<file path="config.mk">
export PLATFORM = sky130hd
export DESIGN_NAME = tidc_req_arbiter_flat
export DESIGN_NICKNAME = d
export VERILOG_FILES = /design/src/rtl/tidc_req_arbiter_pkg.sv /design/src/rtl/tidc_req_arbiter_if.sv /design/src/rtl/tidc_req_arbiter_rr_pick2.sv /design/src/rtl/tidc_req_arbiter.sv /design/src/flat_wrapper.sv
export SDC_FILE = /design/constraint.sdc
export NUM_CORES = 1
export LEC_CHECK = 0
export ABC_AREA = 1
export CORE_AREA = 5 5 344 346
export DETAILED_ROUTE_END_ITERATION = 8
export DIE_AREA = 0 0 349 351
export REMOVE_ABC_BUFFERS = 1
export SYNTH_ARGS = -nofsm -noshare
export SYNTH_HDL_FRONTEND = slang
export SYNTH_SLANG_ARGS = --single-unit
export TNS_END_PERCENT = 30
</file>
<file path="constraint.sdc">
create_clock -name clk -period 2.3 [get_ports clk]
set_clock_uncertainty 0.2 [all_clocks]
set_input_delay 0.46 -clock clk [delete_from_list [all_inputs] [get_ports clk]]
set_output_delay 0.46 -clock clk [all_outputs]
set_load 0.05 [all_outputs]
</file>
<file path="src/rtl/tidc_req_arbiter_pkg.sv">
// Shared TIDC request codes and sizing constants.
// Provides the L1 request type codes (L1_REQ_*), the permission transfer
// codes (PARAM_*), the cache-line offset width and the requester count.
package tidc_params;

    localparam int unsigned TIDC_NUM_L1 = 2;
    localparam int unsigned LINE_OFF    = 5;

    localparam logic [2:0] L1_REQ_ACQUIRE_BLOCK  = 3'd0;
    localparam logic [2:0] L1_REQ_ACQUIRE_PERM   = 3'd1;
    localparam logic [2:0] L1_REQ_RELEASE        = 3'd2;
    localparam logic [2:0] L1_REQ_RELEASE_DATA   = 3'd3;
    localparam logic [2:0] L1_REQ_PROBE_ACK      = 3'd4;
    localparam logic [2:0] L1_REQ_PROBE_ACK_DATA = 3'd5;

    localparam logic [2:0] PARAM_NTOB = 3'd0;
    localparam logic [2:0] PARAM_NTOT = 3'd1;
    localparam logic [2:0] PARAM_BTOT = 3'd2;
    localparam logic [2:0] PARAM_TTOB = 3'd3;
    localparam logic [2:0] PARAM_TTON = 3'd4;
    localparam logic [2:0] PARAM_BTON = 3'd5;

endpackage

</file>
<file path="src/rtl/tidc_req_arbiter_if.sv">
// Arbiter <-> coherence engine request/completion bus.
//   out_valid/out_ready : request handshake towards the engine
//   out_id              : requester index of the out_* payload
//   out_addr/type/perm/data : granted request payload
//   cmpl_valid/cmpl_id  : engine reports a finished transaction
// master = arbiter side, slave = engine side.
interface tidc_req_arbiter_if #(
    parameter int unsigned ADDR_W = 32,
    parameter int unsigned DATA_W = 256
);
    logic              out_valid;
    logic              out_ready;
    logic              out_id;
    logic [ADDR_W-1:0] out_addr;
    logic [2:0]        out_type;
    logic [2:0]        out_perm;
    logic [DATA_W-1:0] out_data;
    logic              cmpl_valid;
    logic              cmpl_id;

    modport master (
        output out_valid, out_id, out_addr, out_type, out_perm, out_data,
        input  out_ready, cmpl_valid, cmpl_id
    );

    modport slave (
        input  out_valid, out_id, out_addr, out_type, out_perm, out_data,
        output out_ready, cmpl_valid, cmpl_id
    );
endinterface

</file>
<file path="src/rtl/tidc_req_arbiter_rr_pick2.sv">
// Combinational 2-way round-robin picker.
//   elig       : per-requester eligibility
//   last_grant : index granted most recently (held by the parent)
//   gnt_valid  : at least one requester eligible
//   gnt_idx    : chosen requester; on a tie the one that did not win last
module tidc_rr_pick2
    import tidc_params::*;
(
    input  logic [TIDC_NUM_L1-1:0] elig,
    input  logic                   last_grant,
    output logic                   gnt_valid,
    output logic                   gnt_idx
);
    always_comb begin
        gnt_valid = |elig;
        if (&elig) gnt_idx = ~last_grant;
        else       gnt_idx = elig[1];
    end
endmodule

</file>
<file path="src/rtl/tidc_req_arbiter.sv">
// Two-requester arbiter between the L1_0/L1_1 request adapters and the TIDC
// coherence engine request port.
//   clk, rst_n          : clock, asynchronous active-low reset
//   req_valid/req_ready : per-requester handshake (bit i = L1_i); ready is
//                         combinational and high only in the grant cycle
//   req_addr/type/perm/data_{0,1} : per-requester payload
//   eng                 : registered request output + completion input
//   busy                : registered outstanding flag per requester
//   err_spurious        : one-cycle pulse on completion for an idle requester
// One outstanding transaction per requester; a request hitting the line the
// other requester has in flight waits until that transaction completes.
module tidc_req_arbiter #(
    parameter int unsigned ADDR_W   = 32,
    parameter int unsigned DATA_W   = 256,
    parameter int unsigned LINE_OFF = 5
) (
    input  logic                               clk,
    input  logic                               rst_n,
    input  logic [tidc_params::TIDC_NUM_L1-1:0] req_valid,
    output logic [tidc_params::TIDC_NUM_L1-1:0] req_ready,
    input  logic [ADDR_W-1:0]                  req_addr_0,
    input  logic [ADDR_W-1:0]                  req_addr_1,
    input  logic [2:0]                         req_type_0,
    input  logic [2:0]                         req_type_1,
    input  logic [2:0]                         req_perm_0,
    input  logic [2:0]                         req_perm_1,
    input  logic [DATA_W-1:0]                  req_data_0,
    input  logic [DATA_W-1:0]                  req_data_1,
    tidc_req_arbiter_if.master                 eng,
    output logic [tidc_params::TIDC_NUM_L1-1:0] busy,
    output logic                               err_spurious
);
    localparam int unsigned LINE_W = ADDR_W - LINE_OFF;

    logic [tidc_params::TIDC_NUM_L1-1:0] busy_q, busy_nxt, elig;
    logic [LINE_W-1:0] line0_q, line1_q;
    logic [LINE_W-1:0] req_line0, req_line1;
    logic              last_grant_q;
    logic              slot_free, gnt_valid, gnt_idx, grant;

    assign req_line0 = req_addr_0[ADDR_W-1:LINE_OFF];
    assign req_line1 = req_addr_1[ADDR_W-1:LINE_OFF];

    // Eligibility only looks at registered busy/line, so a completion in the
    // current cycle unblocks its own or the other requester one cycle later.
    assign elig[0] = req_valid[0] & ~busy_q[0] & ~(busy_q[1] & (req_line0 == line1_q));
    assign elig[1] = req_valid[1] & ~busy_q[1] & ~(busy_q[0] & (req_line1 == line0_q));

    assign slot_free = ~eng.out_valid | eng.out_ready;

    tidc_rr_pick2 u_pick (
        .elig       (elig),
        .last_grant (last_grant_q),
        .gnt_valid  (gnt_valid),
        .gnt_idx    (gnt_idx)
    );

    assign grant     = slot_free & gnt_valid;
    assign req_ready = grant ? (gnt_idx ? 2'b10 : 2'b01) : '0;
    assign busy      = busy_q;

    always_comb begin
        busy_nxt = busy_q;
        if (eng.cmpl_valid && busy_q[eng.cmpl_id]) busy_nxt[eng.cmpl_id] = 1'b0;
        if (grant) busy_nxt[gnt_idx] = 1'b1;
    end

    always_ff @(posedge clk or negedge rst_n) begin
        if (!rst_n) begin
            eng.out_valid <= 1'b0;
            eng.out_id    <= 1'b0;
            eng.out_addr  <= '0;
            eng.out_type  <= '0;
            eng.out_perm  <= '0;
            eng.out_data  <= '0;
            busy_q        <= '0;
            line0_q       <= '0;
            line1_q       <= '0;
            last_grant_q  <= 1'b1;
            err_spurious  <= 1'b0;
        end else begin
            busy_q       <= busy_nxt;
            err_spurious <= eng.cmpl_valid & ~busy_q[eng.cmpl_id];
            if (grant) begin
                eng.out_valid <= 1'b1;
                eng.out_id    <= gnt_idx;
                eng.out_addr  <= gnt_idx ? req_addr_1 : req_addr_0;
                eng.out_type  <= gnt_idx ? req_type_1 : req_type_0;
                eng.out_perm  <= gnt_idx ? req_perm_1 : req_perm_0;
                eng.out_data  <= gnt_idx ? req_data_1 : req_data_0;
                last_grant_q  <= gnt_idx;
                if (gnt_idx) line1_q <= req_line1;
                else         line0_q <= req_line0;
            end else if (eng.out_ready) begin
                eng.out_valid <= 1'b0;
            end
        end
    end
endmodule

</file>
<file path="src/flat_wrapper.sv">
// flat-port wrapper written by rule: the top's interface ports become plain ports
module tidc_req_arbiter_flat 
#(
    parameter int unsigned ADDR_W   = 32,
    parameter int unsigned DATA_W   = 256,
    parameter int unsigned LINE_OFF = 5
)
  (clk, rst_n, req_valid, req_ready, req_addr_0, req_addr_1, req_type_0, req_type_1, req_perm_0, req_perm_1, req_data_0, req_data_1, busy, err_spurious, eng_out_valid, eng_out_id, eng_out_addr, eng_out_type, eng_out_perm, eng_out_data, eng_out_ready, eng_cmpl_valid, eng_cmpl_id);
  tidc_req_arbiter_if #(.ADDR_W(ADDR_W), .DATA_W(DATA_W)) eng_i ();
  input  logic clk;
  input  logic rst_n;
  input  logic [tidc_params::TIDC_NUM_L1-1:0] req_valid;
  output logic [tidc_params::TIDC_NUM_L1-1:0] req_ready;
  input  logic [ADDR_W-1:0] req_addr_0;
  input  logic [ADDR_W-1:0] req_addr_1;
  input  logic [2:0] req_type_0;
  input  logic [2:0] req_type_1;
  input  logic [2:0] req_perm_0;
  input  logic [2:0] req_perm_1;
  input  logic [DATA_W-1:0] req_data_0;
  input  logic [DATA_W-1:0] req_data_1;
  output logic [tidc_params::TIDC_NUM_L1-1:0] busy;
  output logic err_spurious;
  output wire logic [$bits(eng_i.out_valid)-1:0] eng_out_valid;
  output wire logic [$bits(eng_i.out_id)-1:0] eng_out_id;
  output wire logic [$bits(eng_i.out_addr)-1:0] eng_out_addr;
  output wire logic [$bits(eng_i.out_type)-1:0] eng_out_type;
  output wire logic [$bits(eng_i.out_perm)-1:0] eng_out_perm;
  output wire logic [$bits(eng_i.out_data)-1:0] eng_out_data;
  input wire logic [$bits(eng_i.out_ready)-1:0] eng_out_ready;
  input wire logic [$bits(eng_i.cmpl_valid)-1:0] eng_cmpl_valid;
  input wire logic [$bits(eng_i.cmpl_id)-1:0] eng_cmpl_id;
  assign eng_out_valid = eng_i.out_valid;
  assign eng_out_id = eng_i.out_id;
  assign eng_out_addr = eng_i.out_addr;
  assign eng_out_type = eng_i.out_type;
  assign eng_out_perm = eng_i.out_perm;
  assign eng_out_data = eng_i.out_data;
  assign eng_i.out_ready = eng_out_ready;
  assign eng_i.cmpl_valid = eng_cmpl_valid;
  assign eng_i.cmpl_id = eng_cmpl_id;
  tidc_req_arbiter #(.ADDR_W(ADDR_W), .DATA_W(DATA_W), .LINE_OFF(LINE_OFF)) u_core (.clk(clk), .rst_n(rst_n), .req_valid(req_valid), .req_ready(req_ready), .req_addr_0(req_addr_0), .req_addr_1(req_addr_1), .req_type_0(req_type_0), .req_type_1(req_type_1), .req_perm_0(req_perm_0), .req_perm_1(req_perm_1), .req_data_0(req_data_0), .req_data_1(req_data_1), .eng(eng_i), .busy(busy), .err_spurious(err_spurious));
endmodule
</file>
==> results.md <==
* Status: complete, but fails checks
* Failing checks: negative setup slack
* Starting Density at 16.1%
* Port Buffer Count at 895
* Synth Register Bits at around 350
* Total power draw at around 54 mW
* DR iter-0 viols at about 1700
* Clk sink count at between 300 and 400
* Max-cap violation count at 0
* CP required at 1.64 ns
* Global-route wire length before repair at approximately 160000 um
* Mapped Area at 18600 um2
* Synth-to-Final Area Change at 101%
* Share of cells above drive strength 1 at 20.9%
* Die ar. at 122000 um2
* First drt pass iteration count at 8
* Leak pwr at 18.5 nW
* Worst-Margin Slew at around 0.57 ns
* Vias at between 20000 and 25000
* Final ANT Viol Nets at 0
* Clk slew on worst S/H paths at about 0.060 ns
* Post-synth ARST share at 100%
* Final WS setup at -0.658 ns
* Post-synthesis sequential area ratio at a little under half
* Final Critical Period at between 2 and 3 ns
* Power Dens Cells at between 1000 and 1500 nW/um2
* H-tree levels at 2
* RSZ-0062 raised after global routing: yes
* TritonCTS clock tree: yes
* Antenna violations before repair at 25
* Row count at 125
* Clock Latency Late Sink at 0.60 ns
* Core area at between 100000 and 150000 um2
* Worst Path Max Fanout at 2
* Clock buffer count from CTS at 44
* Final net count at approximately 4500
* Fmax at approximately 340 MHz
* WS Path Type: reg2out
* Yosys cell types at 24
* GRT overflow at 0
* Final wirelength at about 120000 um
* Avg Inst Size Synth at 6.80 um2
* Die W at 349 um
* Max Slew Vio Count at 0
* Worst hold path type: in2reg
* Dpl cell area at approximately 31000 um2
* # fillers at about 12000
* Main synth FF type: dfrtp_1
* I/O Pins at 896
* Layout Utilization at around a third
* Gr usage total at 17.7%
* DR DRC count at 0
* RePlAce Congestion at 0.929
* EDFF count, synth at 0
* WHS at around 0.033 ns
* Synth top area cells: dfrtp_1, nand2_1, nand3_1, buf_2, inv_1
* Setup Viol. Count Final at about 580
* Headroom to the max-slew limit at about three fifths
* Critical Path Sink Type: output port
* Wirelength per Cell at 21.6 um
* Crit share post-route at 129%
* Most frequent cells in the layout: nand2_1, clkdlybuf4s50_1, dfrtp_1
* VDD IR-drop max at approximately 0.95 mV
* Commonest non-fill, non-tap cell in the layout: nand2_1
* Pin count of the biggest net entering global routing at 62
* Top-area cell type share of the netlist area at between 40% and 50%
* Cells after Synth at between 2000 and 3000
* Syn. warnings at 0
* Worst Setup Start Kind: register
* DR vias/cell at about 4.2
* Worst Path Arrival at 2.30 ns
* Post-DP HPWL at between 70000 and 80000 um
* Vias in the first global route at between 20000 and 25000
* Die height at 351 um
* CTS max path bufs at 3
* Post-synth top area cell: dfrtp_1
* Post-route cell area at approximately 37000 um2
* Root Driver: clkbuf_16
* Hold Fails Final Rpt at 0
[stage by stage]
step | worst slack [ns] | std cells | setup TNS, ns
after floorplan | -7.16 | 2554 | -2020.94
after global placement | -1.01 | 5205 | -305.17
after detailed placement | -0.993 | 5205 | -306.02
after CTS | -0.744 | 5410 | -211.77
after global routing | -0.787 | 5456 | -213.23
final | -0.658 | 5456 | -149.91
[final cells by class]
class	instances	area (um2)	area share, %
repair inverters	5	104	0.279
repair buffers	1285	14700	39.5
flip-flops and latches	354	8860	23.8
clock buffers	60	1250	3.36
diodes	8	20.0	0.0537
inverters	81	333	0.893
well taps	1524	1910	5.12
multi-input cells	2119	9760	26.2
clock inverters	20	319	0.856
[critical path, cell delays in order (launching register included)]
cell	delay [ns]
dfrtp_1	0.42
xor2_2	0.18
nor2_4	0.14
nand2_1	0.08
nor2_2	0.12
nand2_2	0.10
buf_6	0.13
o21bai_1	0.15
nand2_2	0.10
nand3_4	0.10
inv_2	0.05
buf_12	0.14
[state kept, by name, indices dropped and copies added, names as in the netlist]
name,flops
u_core.eng.out_data,256
u_core.eng.out_addr,32
u_core.line0_q,27
u_core.line1_q,27
u_core.eng.out_perm,3
u_core.eng.out_type,3
u_core.busy,2
u_core.eng.out_id,1
u_core.eng.out_valid,1
u_core.err_spurious,1
u_core.last_grant_q,1
[per-layer routing]
layer / vias up / share of wire (%) / track usage, %
met5: - / 0.026 / 0
met2: 907 / 47 / 28.5
met3: 181 / 7.8 / 5.07
met4: 6 / 3.3 / 5.86
met1: 11060 / 42 / 22.9
li1: 10776 / - / -
[report_power, final]
| part | internal, mW | switching [mW] | leakage [nW] | total [mW] |
|---|---|---|---|---|
| Combinational | 14.0 | 21.5 | 13.4 | 35.5 |
| Clock | 4.71 | 2.98 | 0.765 | 7.69 |
| Sequential | 9.24 | 1.98 | 4.39 | 11.2 |
| Total | 27.9 | 26.5 | 18.5 | 54.4 |
[logic make-up after synthesis]
kind of cell,share of synthesized area [%]
and+or+nand+nor,44.8
DFF,47.7
buffers and inverters,6.31
xor gates and xnor gates,0.755
AOI/OAI and AO/OA,0.378
[worst paths after layout]
check,from,end,slack [ns],cells past startpoint
min in group asynchronous,rst_n,u_core.eng.out_data[41]$_DFFE_PN0P_,0.17,2
worst min register to register,u_core.eng.out_data[247]$_DFFE_PN0P_,u_core.eng.out_data[247]$_DFFE_PN0P_,0.27,2
worst max-delay path,u_core.line0_q[8]$_DFFE_PN0P_,req_ready[0],-0.66,11
worst min-delay path,req_addr_1[9],u_core.line1_q[4]$_DFFE_PN0P_,0.03,3
worst max register to register,u_core.line0_q[8]$_DFFE_PN0P_,u_core.eng.out_data[106]$_DFFE_PN0P_,-0.47,17
max in group asynchronous,rst_n,u_core.last_grant_q$_DFFE_PN1P_,0.94,4
[what timing repair did]
action | CTS | global route
buffers inserted | 55 | 40
endpoints found under the setup margin | 579 | 578
cloned | 72 | 16
hold buffers | 1 | 0
pin swaps | 147 | 78
hold endpoints to repair | 207 | 0
gates resized for setup | 367 | 198
[Yosys cell counts (all sizes together), types with 5 or more instances]
cell / count
nand3: 353
dfrtp: 353
xnor2: 11
o21ai: 11
nand2: 1700
buf: 158
clkbuf: 19
inv: 81
nor2: 35
xor2: 5
No activity file was read; power rests on OpenSTA's default activity.
